[config.mk]
export PLATFORM = sky130hd
export DESIGN_NAME = v0_display_scanner
export DESIGN_NICKNAME = d
export VERILOG_FILES = /design/src/rtl/v0_display_scanner.sv
export SDC_FILE = /design/constraint.sdc
export NUM_CORES = 1
export LEC_CHECK = 0
export CORE_MARGIN = 3
export CORE_UTILIZATION = 35
export CTS_BUF_LIST = sky130_fd_sc_hd__clkbuf_16
export DETAILED_ROUTE_END_ITERATION = 7
export GPL_ROUTABILITY_DRIVEN = 0
export PLACE_DENSITY = 0.52
export SLEW_MARGIN = 10
export SYNTH_ARGS = -nofsm -noshare
export SYNTH_HDL_FRONTEND = slang
export SYNTH_SLANG_ARGS = --single-unit
[constraint.sdc]
create_clock -name CLK_IN -period 6 [get_ports CLK_IN]
set_input_delay 0.6 -clock CLK_IN [delete_from_list [all_inputs] [get_ports CLK_IN]]
set_output_delay 0.6 -clock CLK_IN [all_outputs]
set_load 0.01 [all_outputs]
[src/rtl/v0_display_scanner.sv]
// Multiplexed 4-digit hex display of the CPU $v0 register, paging between halfwords.
// Optional leading-zero blanking: define V0_DISP_BLANK_LEADING_ZERO_EN.
module v0_display_scanner #(
  parameter int REFRESH_DIV = 50000,
  parameter int PAGE_DIV    = 1000
) (
  input  logic        CLK_IN,
  input  logic        GLOBALRESET,
  input  logic [31:0] value_in,
  input  logic        load_in,
  input  logic        hold_in,
  output logic [6:0]  seg_out,
  output logic [3:0]  digit_out,
  output logic        page_out
);

  localparam logic [19:0] REFRESH_MAX = 20'(REFRESH_DIV - 1);
  localparam logic [15:0] PAGE_MAX    = 16'(PAGE_DIV - 1);

  logic [31:0] shadow;
  logic [19:0] refresh_cnt;
  logic [1:0]  index;
  logic [15:0] scan_cnt;

  logic        refresh_wrap;
  logic        scan_done;
  logic [15:0] half;
  logic [3:0]  nibble;
  logic        blank;
  logic [6:0]  seg_next;
  logic [3:0]  digit_next;

  function automatic logic [6:0] hex_glyph(input logic [3:0] n);
    case (n)
      4'h0:    hex_glyph = 7'b1000000;
      4'h1:    hex_glyph = 7'b1111001;
      4'h2:    hex_glyph = 7'b0100100;
      4'h3:    hex_glyph = 7'b0110000;
      4'h4:    hex_glyph = 7'b0011001;
      4'h5:    hex_glyph = 7'b0010010;
      4'h6:    hex_glyph = 7'b0000010;
      4'h7:    hex_glyph = 7'b1111000;
      4'h8:    hex_glyph = 7'b0000000;
      4'h9:    hex_glyph = 7'b0010000;
      4'hA:    hex_glyph = 7'b0001000;
      4'hB:    hex_glyph = 7'b0000011;
      4'hC:    hex_glyph = 7'b1000110;
      4'hD:    hex_glyph = 7'b0100001;
      4'hE:    hex_glyph = 7'b0000110;
      default: hex_glyph = 7'b0001110;
    endcase
  endfunction

  always_comb begin
    refresh_wrap = (refresh_cnt == REFRESH_MAX);
    scan_done    = refresh_wrap && (index == 2'd3);
    half         = page_out ? shadow[31:16] : shadow[15:0];
    nibble       = half[{index, 2'b00} +: 4];
`ifdef V0_DISP_BLANK_LEADING_ZERO_EN
    // A digit is a leading zero when it and everything above it in the halfword is zero.
    blank        = (index != 2'd0) && ((half >> {index, 2'b00}) == 16'd0);
`else
    blank        = 1'b0;
`endif
    seg_next     = blank ? 7'b1111111 : hex_glyph(nibble);
    digit_next   = ~(4'b0001 << index);
  end

  // Outputs are registered from the current state, so they trail index/page/shadow by one edge.
  always_ff @(posedge CLK_IN) begin
    // NOTE: non-blocking assignments make every register sample pre-edge values, so a load
    // coinciding with an index wrap reaches the outputs together on the following edge.
    if (GLOBALRESET) begin
      shadow      <= '0;
      refresh_cnt <= '0;
      index       <= '0;
      scan_cnt    <= '0;
      page_out    <= 1'b0;
      seg_out     <= 7'b1111111;
      digit_out   <= 4'b1111;
    end else begin
      if (load_in) shadow <= value_in;

      refresh_cnt <= refresh_wrap ? 20'd0 : refresh_cnt + 20'd1;
      if (refresh_wrap) index <= index + 2'd1;

      if (hold_in) begin
        scan_cnt <= '0;
      end else if (scan_done) begin
        if (scan_cnt >= PAGE_MAX) begin
          scan_cnt <= '0;
          page_out <= ~page_out;
        end else begin
          scan_cnt <= scan_cnt + 16'd1;
        end
      end

      seg_out   <= seg_next;
      digit_out <= digit_next;
    end
  end

endmodule

# After elaboration in Yosys (flattened, before gate mapping)
# Memories as Yosys holds them, arrays and structs flattened. A register that Yosys moved wholly into a read port is not among the register bits.
# Index checks and enable logic that the tools add are counted.
totals:
  wordCells: 24
  mem_bits_ro: 112
  out_inout_bits: 12
  regBits: 75
  n_memories: 1
  in_bits: 36
op_classes:
  n_eq_ne: 2
  mux: 2
  n_lt_le_gt_ge: 1
  bitwise_logic: 3
  shifts: 2
  reduce_logical: 4
  addsub: 3
memory_table:
  columns: ["name", "words", "word_bits", "rd", "rd_ports_with_merged_regs", "wr", "line", "source"]
  rows:
  - ["(no name shown)", 16, 7, 1, 1, 0, "34", "case (n)"]
op_table:
  columns: ["op", "count"]
  rows:
  - ["16-bit 2-to-1 mux", 2]
  - ["20-bit by 1-bit adder with 20-bit output (second input constant)", 1]
  - ["20-bit by 16-bit == test with 1-bit output (second input constant)", 1]
  - ["16-bit by 1-bit adder with 16-bit output (second input constant)", 1]
  - ["16-bit by 10-bit >= comparator with 1-bit output (second input constant)", 1]
  - ["16-bit by 5-bit indexed part select with 4-bit output", 1]
  - ["4-bit inverter", 1]
  - ["2-bit OR reduction", 2]
  - ["1-bit by 2-bit << shifter with 4-bit output (first input constant)", 1]
  - ["3-bit AND reduction", 1]
  - ["2-bit by 1-bit adder with 2-bit output (second input constant)", 1]
  - ["2-bit == test (second input constant)", 1]
  - ["1-bit inverter", 2]
  - ["1-bit logical AND", 1]

# Longest topological paths before layout
logic_depth:
  word_depth: 3
  depth_mapped: 9
  ltp_nobuf: 8

# Least setup slack after synthesis
# No wires, ideal clock.
synth_path:
  path_kind: "register to register"
  start: "register index[0]"
  end: "register seg_out[3]"
  setup_time_ns: 0.114
  stages_incl_launch_ff: 10
  path_buffers: 1
  path_slack_ns: 3.631
  arrival_time_ns: 2.255
  cell_sequence: "dfxtp_1 > buf_4 > mux4_2 > mux2i_1 > inv_1 > ha_1 > inv_1 > nor2_1 > a211o_1 > a21o_1"
synth_between:
  elab_chain_len: 1
synth_lines:
  columns: ["item", "line", "source"]
  rows:
  - ["start, declared", "22", "logic [1:0] index;"]
  - ["start signal, assigned", "85", "if (refresh_wrap) index <= index + 2'd1;"]
  - ["16-bit by 5-bit indexed part select with 4-bit output", "58", "nibble = half[{index, 2'b00} +: 4];"]
  - ["end, declared", "12", "output logic [6:0] seg_out,"]
# Every way passes these cells.
# A chain may end at the register's enable or synchronous reset.

# Worst setup path in the final report
# Same ends and word-level chain as after synthesis.

==> flow_metrics.env <==
export IMPL_layout_drive_gt1_share_pct=9.09
export IMPL_crit_arrival_ps=3100
export IMPL_rrSetupSlack_ps=3120
export IMPL_cts_buffer_depth=2
export IMPL_die_w_um=110
export IMPL_worstPathRequired_ps=6230
export IMPL_p_leak_nw=1.76
export IMPL_routed_wirelength_um=7460
export IMPL_cts_tree="built"
export IMPL_cts_root_buf="clkbuf_16"
export IMPL_via_count=2755
export IMPL_synth_warning_count=0
export IMPL_grt_overflow_total=0
export IMPL_slew_viol_final=0
export IMPL_worst_path_most_repeated_cell="inv_1"
export IMPL_wl_per_cell_um=13.2
export IMPL_crit_chain="mux4_2 > mux2i_1 > inv_1 > ha_1 > inv_1 > nor2_1 > a211o_1 > a21o_1"
export IMPL_core_um2=10400
export IMPL_syn_cell_area_um2=3750
export IMPL_post_cts_repair_setup_buffers=0
export IMPL_track_usage_pct=13.5
export IMPL_diodes=0
export IMPL_crit_path_start_kind="register"
export IMPL_period_needed_ps=2880
export IMPL_ys_types=53
export IMPL_syn_nets=431
export IMPL_tns_ps=0
export IMPL_worst_pin_slew_ps=955
export IMPL_vdd_ir_drop_max_mv=0.110
export IMPL_rsz0062_at_grt="false"
export IMPL_finalSetupViolCount=0
export IMPL_clock_sink_count=82
export IMPL_antenna_found_initial=0
export IMPL_ys_flop_type="dfxtp_1"
export IMPL_slowest_delay_ps=770
export IMPL_htree_num_levels=3
export IMPL_synthCells=383
export IMPL_vias_per_cell=4.88
export IMPL_ff2ff_path_depth=8
export IMPL_clock_skew_ps=6.05
export IMPL_synth_area_leader_cell="dfxtp_1"
export IMPL_hold_class="register to register"
export IMPL_slew_headroom_pct=34.5
export IMPL_cts_resized_gates=0
export IMPL_holdPathStages=1
export IMPL_fmax_mhz=347
export IMPL_instances_no_fill=565
export IMPL_port_buffers=47
export IMPL_timing_final_crit_share_pct=48.0
export IMPL_clkLatencyLatePin_ps=330
export IMPL_cpMaxStageDelayCell="dfxtp_1"
export IMPL_synth_seq_cells=82
export IMPL_synth_edf_count=0
export IMPL_grt_first_pass_wirelength_um=12800
export IMPL_synthToLayoutAreaGrowth_pct=21.6
export IMPL_synthTopCellsByArea="dfxtp_1 (44%), mux2i_1 (9.9%), nor2_1 (6.7%)"
export IMPL_placedCellCount=550
export IMPL_yosysSeqAreaShare_pct=43.7
export IMPL_nets=473
export IMPL_worstSetupPathType="register to register"
export IMPL_holdCritStartpoint="refresh_cnt[0]"
export IMPL_reg2reg_to="seg_out[3]"
export IMPL_grt_max_degree=50
export IMPL_async_flop_share_pct=0
export IMPL_post_dp_hpwl_um=5290
export IMPL_drtIter0Drc=60
export IMPL_clk_pin_slew_worst_paths_ps=60
export IMPL_fin_util_pct=44.0
export IMPL_r2r_start="index[0]"
export IMPL_post_route_drc_count=0
export IMPL_dieArea_um2=12000
export IMPL_synth_top_cell_area_share_pct=43.7
export IMPL_hold_violations=0
export IMPL_std_cell_rows=37
export IMPL_syn_avg_cell_area_um2=9.80
export IMPL_status="complete, no violations"
export IMPL_drtPass1Iterations=4
export IMPL_whs_endpoint="refresh_cnt[0]"
export IMPL_critPathCaptureType="register"
export IMPL_hold_buffers=0
export IMPL_die_y_um=110
export IMPL_cap_violations=0
export IMPL_power_density_nw_per_um2=261
export IMPL_io_pins=48
export IMPL_first_global_vias=2696
export IMPL_initial_core_util_pct=36.2
export IMPL_crit_path_max_fanout=12
export IMPL_cts_buffers=9
export IMPL_ant_nets=0
-- state kept, by name, indices dropped and copies added, names as in the netlist --
register,cells
refresh_cnt,20
shadow,32
scan_cnt,16
index,2
seg_out,7
digit_out,4
page_out,1
-- cell type report --
type                            count  area (µm²)
Sequential cell                    82        1640
Clock inverter                      6        50.0
Timing Repair Buffer               48         473
Multi-Input combinational cell    270        1950
Clock buffer                        9         225
Fill cell                        1030        5800
Inverter                           14        52.6
Tap cell                          136         170
-- synthesized netlist by cell type, types with 6 or more instances --
master   count
a21oi_1      9
dfxtp_1     82
ha_1        12
inv_1       13
mux2i_1     37
mux4_2       8
nand2_1     14
nand3_1     11
nand4_1      8
nor2_1      67
nor3_1      11
o21a_1       6
o21ai_0      6
xnor2_1     15
xor2_1       6
-- how the worst max path moves through the flow --
stage | from | endpoint | slack [ps] | cells past startpoint
2_1_floorplan | index[0] | seg_out[3] | 3630 | 9
3_3_place_gp | index[0] | seg_out[3] | 3140 | 8
3_5_place_dp | index[0] | seg_out[3] | 3070 | 8
4_1_cts | index[0] | seg_out[3] | 3060 | 8
5_1_grt | index[0] | seg_out[3] | 2880 | 8
6_report | index[0] | seg_out[3] | 3120 | 8
-- worst max-delay path, delay by kind of cell (launching register included) --
kind | cells | cell delay (ps)
multiplexers | 2 | 1020
flip-flops | 1 | 770
adder cells (fa/ha/maj) | 1 | 240
buffers and inverters | 2 | 260
AND/OR/NAND/NOR | 1 | 60
AO/OA/AOI/OAI | 2 | 420
-- cells in the final DEF, fill, tap and decap left out, types with 3 or more instances in the layout --
cell	synthesis	routed
dfxtp_1	82	82
nor2_1	67	67
clkdlybuf4s50_1	0	46
mux2i_1	37	37
xnor2_1	15	15
inv_1	13	14
nand2_1	14	14
ha_1	12	12
nand3_1	11	11
nor3_1	11	11
a21oi_1	9	9
clkbuf_16	0	9
mux4_2	8	8
nand4_1	8	8
o21ai_0	6	6
xor2_1	6	6
o21a_1	6	6
or3_1	5	5
clkinv_1	1	4
nor2b_1	4	4
nand2b_1	4	4
nor3_2	3	3
nor4_1	3	3
and3_1	3	3
or2_2	3	3
a31oi_1	3	3
-- where the power goes --
part	total (mW)	switching [mW]	internal, mW
clock network	0.519	0.206	0.313
registers	0.574	0.00956	0.564
logic	0.0978	0.0419	0.0558
-- metrics by stage --
step	instance area, µm²	hold slack, ps	power (mW)	worst slack, ps
after CTS	4570	461	1.21	3060
final	4570	457	1.19	3120
after detailed placement	4290	448	0.685	3070
after floorplan	3750	426	0.641	3630
after global placement	4290	447	0.684	3140
after global routing	4570	494	1.24	2880
-- cells by family (layout without fill, tap and decap cells) --
family                   Yosys count  count (layout)  synth area share, %
XOR/XNOR                          21              21                 4.90
buffers and inverters             31              77                 4.23
AO/OA/AOI/OAI                     39              39                 6.96
AND/OR/NAND/NOR                  151             151                 20.6
flip-flops                        82              82                 43.7
adder cells (fa/ha/maj)           12              12                 4.00
multiplexers                      47              47                 15.6
-- routing by layer --
metal	part of all wire, %	GRT usage, %	vias up	wire [µm]
li1	-	-	1427	-
met1	51	18.1	1267	3770
met2	44	21.3	47	3280
met3	3.7	2.82	14	278
met4	1.8	5.34	0	132
met5	0	0	-	0
Power figures use the tool's default switching activity.
